==> config.mk <==
export PLATFORM = sky130hd
export DESIGN_NAME = sub_share_arbiter
export DESIGN_NICKNAME = d
export VERILOG_FILES = /design/src/rtl/sub_share_pkg.sv /design/src/rtl/sub_share_arbiter_rr_arbiter.sv /design/src/rtl/sub_share_arbiter.sv
export SDC_FILE = /design/constraint.sdc
export NUM_CORES = 1
export LEC_CHECK = 0
export CORE_MARGIN = 3
export CORE_UTILIZATION = 36
export DETAILED_ROUTE_END_ITERATION = 16
export PLACE_DENSITY = 0.7
export RECOVER_POWER = 50
export SETUP_SLACK_MARGIN = 0.15
export SYNTH_ARGS = -nofsm -noshare
export SYNTH_HDL_FRONTEND = slang
export SYNTH_SLANG_ARGS = --single-unit
==> constraint.sdc <==
create_clock -name clk -period 3.4 [get_ports clk]
set_input_delay 0.34 -clock clk [delete_from_list [all_inputs] [get_ports clk]]
set_output_delay 0.34 -clock clk [all_outputs]
set_load 0.02 [all_outputs]
==> src/rtl/sub_share_pkg.sv <==
// Shared types and constants for the shared-subtractor arbiter.
// Also provides a clog2 helper used to size requester IDs.
package sub_share_pkg;

  localparam int unsigned Width = 32;

  typedef enum logic [1:0] {
    StIdle,
    StExec,
    StResp
  } state_e;

  function automatic int unsigned clog2_f(input int unsigned n);
    int unsigned r;
    r = 0;
    while ((32'd1 << r) < n) begin
      r++;
    end
    return r;
  endfunction

endpackage

==> src/rtl/sub_share_arbiter_rr_arbiter.sv <==
// Combinational round-robin arbiter: first set request at or after ptr, wrapping.
// Reusable by any shared unit that needs a fair single grant.
module rr_arbiter #(
  parameter int unsigned N_REQ = 4,
  parameter int unsigned ID_W  = 2
) (
  input  logic [N_REQ-1:0] req,
  input  logic [ID_W-1:0]  ptr,
  output logic [N_REQ-1:0] grant,
  output logic [ID_W-1:0]  grant_idx,
  output logic             any_grant
);

  logic [ID_W-1:0] idx;

  always_comb begin
    grant     = '0;
    grant_idx = '0;
    any_grant = 1'b0;
    idx       = '0;
    for (int unsigned off = 0; off < N_REQ; off++) begin
      idx = ID_W'((32'(ptr) + off) % N_REQ);
      if (!any_grant && req[idx]) begin
        any_grant  = 1'b1;
        grant[idx] = 1'b1;
        grant_idx  = idx;
      end
    end
  end

endmodule

==> src/rtl/sub_share_arbiter.sv <==
// Round-robin front end for one shared 32-bit subtractor (A - B).
// Accept in IDLE, subtract in EXEC, hold the tagged result in RESP.
module sub_share_arbiter
  import sub_share_pkg::*;
#(
  parameter int unsigned N_REQ = 4,
  parameter int unsigned WIDTH = Width,
  parameter int unsigned ID_W  = clog2_f(N_REQ)
) (
  input  logic                   clk,
  input  logic                   rst_n,
  input  logic [N_REQ-1:0]       req_valid,
  output logic [N_REQ-1:0]       req_ready,
  input  logic [N_REQ*WIDTH-1:0] req_a,
  input  logic [N_REQ*WIDTH-1:0] req_b,
  output logic                   rsp_valid,
  input  logic                   rsp_ready,
  output logic [ID_W-1:0]        rsp_id,
  output logic [WIDTH-1:0]       rsp_diff,
  output logic                   rsp_borrow,
  output logic                   rsp_zero,
  output logic                   rsp_ovf
);

  state_e            state_q, state_d;
  logic [ID_W-1:0]   rr_ptr_q, rr_ptr_d;
  logic [WIDTH-1:0]  a_q, a_d, b_q, b_d;
  logic [ID_W-1:0]   id_q, id_d;
  logic              rsp_valid_q, rsp_valid_d;
  logic [ID_W-1:0]   rsp_id_q, rsp_id_d;
  logic [WIDTH-1:0]  rsp_diff_q, rsp_diff_d;
  logic              rsp_borrow_q, rsp_borrow_d;
  logic              rsp_zero_q, rsp_zero_d;
  logic              rsp_ovf_q, rsp_ovf_d;

  logic [N_REQ-1:0]  grant;
  logic [ID_W-1:0]   grant_idx;
  logic              any_grant;

  rr_arbiter #(
    .N_REQ (N_REQ),
    .ID_W  (ID_W)
  ) u_rr_arbiter (
    .req       (req_valid),
    .ptr       (rr_ptr_q),
    .grant     (grant),
    .grant_idx (grant_idx),
    .any_grant (any_grant)
  );

  // Shared subtractor: A + ~B + 1; carry-out clear means A < B unsigned.
  logic [WIDTH:0]   sub_full;
  logic [WIDTH-1:0] sub_diff;
  logic             sub_cout;

  assign sub_full = {1'b0, a_q} + {1'b0, ~b_q} + {{WIDTH{1'b0}}, 1'b1};
  assign sub_diff = sub_full[WIDTH-1:0];
  assign sub_cout = sub_full[WIDTH];

  always_comb begin
    state_d      = state_q;
    rr_ptr_d     = rr_ptr_q;
    a_d          = a_q;
    b_d          = b_q;
    id_d         = id_q;
    rsp_valid_d  = rsp_valid_q;
    rsp_id_d     = rsp_id_q;
    rsp_diff_d   = rsp_diff_q;
    rsp_borrow_d = rsp_borrow_q;
    rsp_zero_d   = rsp_zero_q;
    rsp_ovf_d    = rsp_ovf_q;
    req_ready    = '0;

    case (state_q)
      StIdle: begin
        req_ready = grant;
        // grant is a subset of req_valid, so any_grant is the handshake
        if (any_grant) begin
          for (int unsigned i = 0; i < N_REQ; i++) begin
            if (grant[i]) begin
              a_d = req_a[i*WIDTH +: WIDTH];
              b_d = req_b[i*WIDTH +: WIDTH];
            end
          end
          id_d     = grant_idx;
          rr_ptr_d = (grant_idx == ID_W'(N_REQ - 1)) ? '0 : grant_idx + ID_W'(1);
          state_d  = StExec;
        end
      end
      StExec: begin
        rsp_diff_d   = sub_diff;
        rsp_borrow_d = ~sub_cout;
        rsp_zero_d   = (sub_diff == '0);
        rsp_ovf_d    = (a_q[WIDTH-1] != b_q[WIDTH-1]) && (sub_diff[WIDTH-1] != a_q[WIDTH-1]);
        rsp_id_d     = id_q;
        rsp_valid_d  = 1'b1;
        state_d      = StResp;
      end
      StResp: begin
        if (rsp_ready) begin
          rsp_valid_d = 1'b0;
          state_d     = StIdle;
        end
      end
      default: state_d = StIdle;
    endcase
  end

  always_ff @(posedge clk or negedge rst_n) begin
    if (!rst_n) begin
      state_q      <= StIdle;
      rr_ptr_q     <= '0;
      a_q          <= '0;
      b_q          <= '0;
      id_q         <= '0;
      rsp_valid_q  <= 1'b0;
      rsp_id_q     <= '0;
      rsp_diff_q   <= '0;
      rsp_borrow_q <= 1'b0;
      rsp_zero_q   <= 1'b0;
      rsp_ovf_q    <= 1'b0;
    end else begin
      state_q      <= state_d;
      rr_ptr_q     <= rr_ptr_d;
      a_q          <= a_d;
      b_q          <= b_d;
      id_q         <= id_d;
      rsp_valid_q  <= rsp_valid_d;
      rsp_id_q     <= rsp_id_d;
      rsp_diff_q   <= rsp_diff_d;
      rsp_borrow_q <= rsp_borrow_d;
      rsp_zero_q   <= rsp_zero_d;
      rsp_ovf_q    <= rsp_ovf_d;
    end
  end

  assign rsp_valid  = rsp_valid_q;
  assign rsp_id     = rsp_id_q;
  assign rsp_diff   = rsp_diff_q;
  assign rsp_borrow = rsp_borrow_q;
  assign rsp_zero   = rsp_zero_q;
  assign rsp_ovf    = rsp_ovf_q;

endmodule

==> results of run 1 <==
synthesized netlist by cell type, types with 17 or more instances:
cell,instances,area [um2]
sky130_fd_sc_hd__inv_1,50,188
sky130_fd_sc_hd__buf_2,26,130
sky130_fd_sc_hd__dfrtp_1,108,2700
sky130_fd_sc_hd__nor3_1,17,85.1
sky130_fd_sc_hd__a21oi_1,163,816
sky130_fd_sc_hd__o21ai_0,46,230
sky130_fd_sc_hd__a211oi_1,69,518
sky130_fd_sc_hd__ha_1,40,500
sky130_fd_sc_hd__mux2i_1,70,701
sky130_fd_sc_hd__nand2_1,70,263
sky130_fd_sc_hd__nor2_1,158,593
sky130_fd_sc_hd__clkbuf_1,33,124
layout by cell type (no fill, tap or decap), types with 11 or more instances in the layout:
| master | instances |
|---|---|
| sky130_fd_sc_hd__a21o_1 | 12 |
| sky130_fd_sc_hd__inv_1 | 49 |
| sky130_fd_sc_hd__mux2i_1 | 65 |
| sky130_fd_sc_hd__nor3_1 | 15 |
| sky130_fd_sc_hd__nor2_1 | 158 |
| sky130_fd_sc_hd__o21ai_0 | 44 |
| sky130_fd_sc_hd__a211oi_1 | 61 |
| sky130_fd_sc_hd__clkdlybuf4s50_1 | 279 |
| sky130_fd_sc_hd__buf_4 | 60 |
| sky130_fd_sc_hd__nand4_1 | 12 |
| sky130_fd_sc_hd__dlygate4sd3_1 | 20 |
| sky130_fd_sc_hd__nand2_1 | 69 |
| sky130_fd_sc_hd__ha_1 | 38 |
| sky130_fd_sc_hd__buf_12 | 11 |
| sky130_fd_sc_hd__dfrtp_1 | 107 |
| sky130_fd_sc_hd__a21oi_1 | 152 |
per-layer routing:
layer,vias up,global-route usage [%],part of all wire [%]
li1,4525,-,-
met1,4260,31.1,45
met2,290,37.4,48
met3,28,4.02,5.8
met4,0,5.94,1.7
met5,-,0,0
state kept, by name, indices dropped and copies added (netlist names), named ones only:
register and flops:
id_q 2, rsp_diff 32, rsp_valid 1, rsp_id 2
rsp_ovf 1, rsp_zero 1, state_q 2, rsp_borrow 1
a_q 32, b_q 32, rr_ptr_q 1
metrics by stage:
stage               setup slack [ps]  std cells  power [mW]
floorplan                        160       1062        11.0
global route                    54.7       1696        18.3
CTS                              158       1689        16.1
finish                           206       1696        16.7
detailed placement              -144       1672        15.0
global placement               -70.0       1672        14.8
final timing paths:
check                                   startpoint                       end  cells past startpoint
min in group asynchronous                    rst_n  rsp_diff[23]$_DFFE_PN0P_                      1
max in group asynchronous                    rst_n                 async pin                      1
max reg2reg                rr_ptr_q[1]$_DFFE_PN0P_       a_q[19]$_DFFE_PN0P_                     13
max                        rr_ptr_q[1]$_DFFE_PN0P_              req_ready[1]                     10
min                           rsp_zero$_DFFE_PN0P_      rsp_zero$_DFFE_PN0P_                      2
min reg2reg                   rsp_zero$_DFFE_PN0P_      rsp_zero$_DFFE_PN0P_                      2
what timing repair did:
item | in CTS | in global routing
resized for setup | 15 | 53
hold buffers | 0 | 0
buffers inserted | 2 | 6
pin swaps | 3 | 6
endpoints found under the setup margin | 35 | 52
cloned | 0 | 1
logic make-up after synthesis:
logic type,count (synthesis),share of synthesized area [%]
AOI/OAI and AO/OA,379,27.9
xor gates and xnor gates,14,1.42
adders and majority gates,41,6.04
buffers and inverters,122,6.85
DFF,108,31.4
muxes,83,10.2
and+or+nand+nor,315,16.2
power by group through the flow:
stage | registers, mW | clock network [mW] | logic (mW)
6_report | 2.42 | 1.01 | 13.3
5_1_grt | 2.52 | 1.08 | 14.7
4_1_cts | 2.44 | 1.04 | 12.7
3_5_place_dp | 2.46 | 0 | 12.5
3_3_place_gp | 2.45 | 0 | 12.3
2_1_floorplan | 2.59 | 0 | 8.44
final cells by class:
type	instances	area (um2)	area share, %
sequential	108	2700	21.0
multi-input combinational	832	5590	43.4
inverter	51	191	1.49
clock buffer	12	256	1.99
tap	313	392	3.04
timing repair buffer	377	3730	29.0
clock inverter	3	21.3	0.165
worst register-to-register path, stage by stage, from the launching register on:
cell,delay [ps]
sky130_fd_sc_hd__dfrtp_1,370
sky130_fd_sc_hd__inv_2,80
sky130_fd_sc_hd__ha_4,270
sky130_fd_sc_hd__mux4_2,550
sky130_fd_sc_hd__or3_4,370
sky130_fd_sc_hd__nor2_4,160
sky130_fd_sc_hd__buf_4,140
sky130_fd_sc_hd__a221oi_4,70
sky130_fd_sc_hd__buf_12,170
sky130_fd_sc_hd__buf_4,200
sky130_fd_sc_hd__mux2i_2,170
sky130_fd_sc_hd__a211oi_2,310
sky130_fd_sc_hd__a21oi_1,70
sky130_fd_sc_hd__a21oi_1,160
==> results.md, run 1 <==
- The share of async-settable or async-resettable flops after synthesis is 100%.
- The number of top-level pins is ~310.
- The worst setup path is of the reg -> out kind.
- Setup violations remaining at the end of the flow were counted as 0.
- The run finished, with violations left.
- Summing the sequential cell areas from Yosys gives 31.4% of the chip area.
- The number of enable flip-flop cells after synthesis is 0.
- The netlist uses 71 different library cells.
- Summed over all layers, the global routing overflow is 0.
- The biggest fanout along the worst timing path is 10.
- The startpoint kind of the worst setup timing path is a flop.
- The H-tree generated during clock tree synthesis spans 3 levels.
- Across the routed clock network, the largest skew measured is ~11 ps.
- The first detailed-routing pass ran for 5 iterations.
- The checks that failed: max-capacitance violations, max-slew violations.
- The achievable frequency is 313 MHz.
- The area added between synthesis and finish is 49.5%.
- The data required time at the worst endpoint is 3060 ps.
- Fill cells in the final layout number about 2100.
- The tool flagged a number of max-cap violations equal to 1.
- The sequential share of power is 14.5%.
- The maximum number of pins on one net before global-route repair is 83.
- The minimum clock period after layout is 3190 ps.
- The switching share of total power is around half.
- The most frequent cell on the critical path is sky130_fd_sc_hd__buf_4.
- The flop and latch count out of synthesis is 108.
- Once placement finished, the instance area stood at 12300 um2.
- Of the cells placed in the final design, the portion with a size suffix greater than 1 is 11.1%.
- The post-synthesis area per instance is 8.12 um2.
- The TritonCTS clock tree is built.
- The slowest stage of the critical path is the sky130_fd_sc_hd__mux4_2 cell.
- In the final routed layout, each cell accounts on average for 18.1 um.
- For this block, the via count after detailed routing is approximately 9100.
- For flop-to-flop paths, the worst setup slack is 240 ps.
- The number of nets in the finished design is 1683.
- The first global-routing pass estimated between 40 and 50 mm of wire.
- The clock insertion delay at the later pin of the skew report is 360 ps.
- The share of power burned in combinational logic is 79.5%.
- The congestion estimate from routability-driven global placement came to between 0.8 and 0.9.
- The total of warnings raised by yosys is 0.
- The internal power summed over all cells is 8.23 mW.
- Counting the buffers created by CTS gives 9.
- The maximum number of buffers from clock root to sink is 2.
- The cell area after synthesis is 8620 um2.
- The floorplan has 55 rows.
- The dominant register cell in the synthesized netlist is sky130_fd_sc_hd__dfrtp_1.
- Once layout is complete, the utilization of the core stands at 55.9%.
- The area of all placed cells without fillers is 12900 um2.
- The worst slew margin relative to its limit is -84.6%.
- The clock root buffer is sky130_fd_sc_hd__clkbuf_16.
- The signal on the critical path passes through inv_2 -> ha_4 -> mux4_2 -> or3_4 -> nor2_4 -> buf_4 -> a221oi_4 -> buf_12 -> nor3_2 -> buf_4.
- After clock tree synthesis, the clock-pin slew on the worst setup and hold paths is approximately 70 ps.
- In the routed design, unresolved DRC markers number 0.
- The core region is 23100 um2.
- The initial antenna violation count is 0.
- The detailed router's first-iteration violation count is 688.
- The overall routing resource usage is 22.8%.
- Setup repair after global routing could not meet its margin everywhere.
- The path type of the worst min-delay path is reg -> reg.
- In this run the tool buffered the top-level ports with just over 300 buffer cells.
- The antenna violation net count after detailed routing is 0.
- The share of total power dissipated in the clock network is 6.0%.
- The buffers plus inverters on the worst setup path is 4.
- The initial cell density of the core is 37.4%.
- After legalization and detailed placement, the total HPWL measured 24.7 mm.
- The largest delay contributor family on the critical path is simple AND/OR/NAND/NOR gates.
- The synthesized net count is 1366.
- In the final timing run, aggregate negative setup slack is 0 ps.
- The power dissipated by switching net loads is 8.51 mW.
- Clock tree synthesis found a total of 108 sinks.
- The number of failing hold endpoints at the final stage is 0.
- The die covers 25800 um2.
- The leakage component of the power is between 5 and 6 nW.
- The gate count of the mapped netlist is 1062.
- At the pin with the least slew margin, the transition time is approximately 2800 ps.
- The routed design has approximately 31 mm of wire.
- The max-slew violation count is between 40 and 50.
- The sort of element at the end of the critical path is a primary output.
- The worst path uses 93.9% of the clock period.
- In this run the power density over the cells is 1300 nW/um2.
- The vertical die dimension is 161 um.
- The via count of the first global-routing pass came to 8793.
- Across the VDD grid, the largest voltage drop is roughly 530 uV.
- The largest stage delay on the critical path is 550 ps.
- The horizontal die dimension is 161 um.
- The antenna cell count is 0.
- For the worst setup path, the data arrival time is ~2900 ps.
- Dividing the detail-routed via count by the number of cells gives approximately 5.4.
- The post-route worst hold slack is 469 ps.
(Power assumes the default switching activity.)
==> inputs of run 2 (changes only) <==
--- a/config.mk
+++ b/config.mk
@@ -8,9 +8,10 @@
 export CORE_MARGIN = 3
 export CORE_UTILIZATION = 36
 export DETAILED_ROUTE_END_ITERATION = 16
-export PLACE_DENSITY = 0.7
+export PLACE_DENSITY = 0.71
 export RECOVER_POWER = 50
 export SETUP_SLACK_MARGIN = 0.15
 export SYNTH_ARGS = -nofsm -noshare
 export SYNTH_HDL_FRONTEND = slang
+export SYNTH_HIERARCHICAL = 1
 export SYNTH_SLANG_ARGS = --single-unit
==> results.md, run 2 <==
- The detailed router's first-iteration violation count is 469 (-32%).
- The classification of the worst setup path is reg -> reg.
- The number of placement rows is 54 (-1.8%).
- The total of warnings raised by yosys was 6 (+6).
- The gate count of the mapped netlist is 1062 (unchanged).
- The overall overflow remaining after global route is 0 (unchanged).
- The achievable frequency was 318 MHz (+1.5%).
- The cell area after synthesis is 8270 um2 (-4.1%).
- The number of cells after detailed placement is 1609 (-3.8%).
- The area of the multi-input gates was 5310 um2 (-5.1%).
- The startpoint kind of the worst setup timing path is a flop.
- The flop and latch count out of synthesis is 108 (unchanged).
- The layout cell share with drive strength beyond 1 came to 9.00% (-2.1 points).
- The clock insertion delay at the later pin of the skew report is 360 ps (about the same).
- The leakage component of the power is 5.06 nW (-9.8%).
- The placeable core region was 22200 um2 (-3.9%).
- Setup repair after global routing could not meet its margin everywhere.
- sky130_fd_sc_hd__dfrtp_1 takes more of the synthesized area than any other cell.
- The worst slew margin relative to its limit is -41.0% (+44 points).
- The critical path starts at a_q[0]$_DFFE_PN0P_.
- The clock network fraction of total power is 7.1% (+1.1 points).
- The internal power summed over all cells is 7.41 mW (-9.9%).
- The flow ran to the end, but the final reports show violations.
- The number of search-and-repair iterations in the first detailed-routing pass is 5 (unchanged).
- The dominant register cell in the synthesized netlist is sky130_fd_sc_hd__dfrtp_1.
- The clock root buffer is sky130_fd_sc_hd__clkbuf_16.
- In this run the critical register-to-register path is launched from a_q[0]$_DFFE_PN0P_.
- The part of the Yosys area used for sequential elements was 32.7% (+1.3 points).
- The path class of the tightest hold or removal check is in -> async.
- In this run the worst setup path terminates at rsp_zero$_DFFE_PN0P_.
- The library cells used most frequently in the layout, excluding fill and tap cells, are sky130_fd_sc_hd__clkdlybuf4s50_1 (284), sky130_fd_sc_hd__a21oi_1 (151), sky130_fd_sc_hd__nor2_1 (145).
- The number of distinct library cells after synthesis is 69 (-2.8%).
- The overall routing resource usage is 20.2% (-2.6 points).
- The share of async-settable or async-resettable flops after synthesis is 100% (unchanged).
- The max-slew violation count is 57 (+16%).
- The setup slack on the worst flop-to-flop path is 250 ps (about the same).
- The worst path arrival time is 3420 ps (+570 ps).
- The antenna cell count is 0 (unchanged).
- The number of failing hold endpoints at the final stage is 0 (unchanged).
- The number of I/O port buffers came to 304 (unchanged).
- The horizontal die dimension came to 158 um (-2.0%).
- The via count of the first global-routing pass came to 8051 (-8.4%).
- The number of buffers created by CTS is 9 (unchanged).
- The number of DRC violations after detailed routing is 0 (unchanged).
- The weighted congestion at the end of routability-driven global placement is 0.871 (-2.6%).
- The sequential share of power is 15.7% (+1.2 points).
- The cell count of the worst reg-to-reg path was 12 (-1).
- The number of hold buffers added after cts is 0 (unchanged).
- The total routed wirelength was 26.7 mm (-13%).
- The post-route worst hold slack is 292 ps (-178 ps).
- The share of the core filled with cells in the final layout is 55.6% (-0.34 points).
- The number of sinks on the clock net is 108 (unchanged).
- In the post-synthesis netlist, the biggest area contributors are sky130_fd_sc_hd__dfrtp_1 (33%), sky130_fd_sc_hd__a21oi_1 (9.6%), sky130_fd_sc_hd__mux2i_1 (8.1%).
- The most repeated cell in the gate-level netlist after synthesis is sky130_fd_sc_hd__a21oi_1.
- The number of top-level pins came to 305 (unchanged).
- The initial cell density of the core is 37.3% (-0.087 points).
- The area share of the leading cell type in the synthesized netlist is 32.7% (+1.3 points).
- The setup-violating endpoint count in the final report was 0 (unchanged).
- The max capacitance violation total is 1 (unchanged).
- The transition time of the tightest slew-check pin is 2120 ps (-654 ps).
- The number of nets in the finished design is 1653 (-1.8%).
- The worst ir drop on vdd is 869 uV (+64%).
- The vertical die dimension came to 158 um (-2.0%).
- The number of enable flip-flop cells after synthesis was 0 (unchanged).
- The sequential cell area in the final layout came to 2700 um2 (about the same).
- The antenna violation net count after detailed routing is 0 (unchanged).
- The cell area power density was 1230 nW/um2 (-5.6%).
- The post-synthesis area per instance is 7.78 um2 (-4.1%).
- The initial antenna violation count is 0 (unchanged).
- The detailed-route wire length per cell came to 16.3 um (-9.8%).
- The half-perimeter wire length after placement is 21.0 mm (-15%).
- The worst setup path is captured at a flop.
- The clock input transition at the sequential cells of the worst setup and hold paths was 70 ps (about the same).
- The maximum number of pins on one net before global-route repair is 129 (+55%).
- The worst-case clock skew is 10.4 ps (-0.552 ps).
- The final worst-path cycle share is 92.5% (-1.4 points).
- The detailed-route via count is 8467 (-7.0%).
- The area added between synthesis and finish is 49.0%.
- The maximum number of buffers from clock root to sink came to 2 (unchanged).
- The data required time at the worst endpoint was 3670 ps (+610 ps).
- The number of filler instances in the final layout was 2150 (+1.2%).
- The total number of H-tree levels is 3 (unchanged).
- The post-detailed-route via-to-cell ratio is 5.18 (-3.6%).
- The synthesized net count is 1364 (-0.15%).
- The switching share of total power is 50.9% (+0.057 points).
- The area of the die is 24800 um2 (-3.9%).
- In this run the critical register-to-register path is captured at rsp_zero$_DFFE_PN0P_.
- Leaving out fill and tap cells, the most frequent cell in the layout is sky130_fd_sc_hd__clkdlybuf4s50_1.
- The commonest cells after synthesis are sky130_fd_sc_hd__a21oi_1 (158), sky130_fd_sc_hd__nor2_1 (146), sky130_fd_sc_hd__nand2_1 (131).
- The share of power burned in combinational logic is 77.2% (-2.3 points).
- The minimum clock period after layout came to 3150 ps (-48.6 ps).
- The power dissipated by switching net loads was 7.69 mW (-9.7%).
- The global-route wire length before repair came to 40.2 mm (-15%).
- The post-layout instance count excluding filler cells is 1636 (-3.5%).
- The biggest fanout along the worst timing path is 4 (-6).
- TritonCTS built the clock tree.
- The final reports fail on max-capacitance violations, max-slew violations.
-- run 2: cell types whose count changed after synthesis, moves of 7 or more --
cell and delta:
sky130_fd_sc_hd__a211oi_1 -66, sky130_fd_sc_hd__nand2_1 +61, sky130_fd_sc_hd__o21ai_0 +60, sky130_fd_sc_hd__buf_2 -22, sky130_fd_sc_hd__clkbuf_1 +14, sky130_fd_sc_hd__nor2_1 -12, sky130_fd_sc_hd__nor3_1 -10, sky130_fd_sc_hd__and2_1 +9
sky130_fd_sc_hd__a22oi_1 +8, sky130_fd_sc_hd__buf_1 +8, sky130_fd_sc_hd__nand4_1 -7, sky130_fd_sc_hd__o211ai_1 -7
-- run 2: how the worst min path moves through the flow --
stage	startpoint	to	slack, ps	cells past startpoint
CTS	rst_n	rr_ptr_q[0]$_DFFE_PN0P_	60	1
finish	rst_n	a_q[2]$_DFFE_PN0P_	290	1
global placement	rst_n	rr_ptr_q[0]$_DFFE_PN0P_	430	1
floorplan	rst_n	a_q[0]$_DFFE_PN0P_	40	0
global route	rst_n	rsp_id[0]$_DFFE_PN0P_	420	1
detailed placement	rst_n	rsp_id[0]$_DFFE_PN0P_	450	1
-- run 2: critical path: stages (launching register included) --
cell	delay [ps]
sky130_fd_sc_hd__dfrtp_1	320
sky130_fd_sc_hd__inv_1	50
sky130_fd_sc_hd__ha_1	220
sky130_fd_sc_hd__fa_2	350
sky130_fd_sc_hd__and2b_2	250
sky130_fd_sc_hd__o2111ai_4	140
sky130_fd_sc_hd__a21o_1	230
sky130_fd_sc_hd__a2111o_1	400
sky130_fd_sc_hd__a21o_1	210
sky130_fd_sc_hd__a211o_1	340
sky130_fd_sc_hd__a2111oi_4	200
sky130_fd_sc_hd__nand4_1	130
sky130_fd_sc_hd__o31ai_2	220
-- run 2: power by group through the flow --
stage                     clock network [mW]  registers (mW)  logic [mW]
final                                   1.08            2.36        11.7
after global routing                    1.16            2.44        12.9
after CTS                               1.10            2.36        11.1
after detailed placement                   0            2.38        11.0
after global placement                     0            2.36        10.8
after floorplan                            0            2.53        7.51
-- run 2: cell families after synthesis --
group	share of synthesized area, %
mux	10.7
xor+xnor	2.33
fa+ha+maj	5.99
simple gates	18.4
compound gates	24.5
buf+inv	5.42
flops	32.7
-- run 2: area by class of cell --
| class | count | area share (%) |
|---|---|---|
| Inverter | 45 | 1.37 |
| Clock buffer | 12 | 2.08 |
| Sequential cell | 108 | 21.9 |
| Timing Repair Buffer | 344 | 28.3 |
| Clock inverter | 4 | 0.386 |
| Multi-Input combinational cell | 843 | 43.1 |
| Tap cell | 280 | 2.85 |
-- run 2: metrics by stage --
step                power (mW)  instance area (um2)  worst slack [ps]  TNS (ps)
floorplan                 10.0                 8280               178         0
global placement          13.2                11700              -182      -182
CTS                       14.5                12100              95.0         0
finish                    15.1                12300               255         0
global route              16.5                12300              76.6         0
detailed placement        13.4                11700              -275      -275
-- run 2: repair_timing --
item	in CTS	in global routing
resized for setup	7	39
setup buffers	4	3
endpoints found under the hold margin	0	0
cloned	0	4
endpoints found under the setup margin	6	68
pin swaps	2	9
-- run 2: layer usage --
layer / GRT usage (%) / vias to the layer above / part of all wire [%]
li1: - / 4313 / -
met1: 27.4 / 3882 / 44
met2: 33.6 / 248 / 48
met3: 4.56 / 24 / 6.3
met4: 3.55 / 0 / 1.1
met5: 0 / - / 0
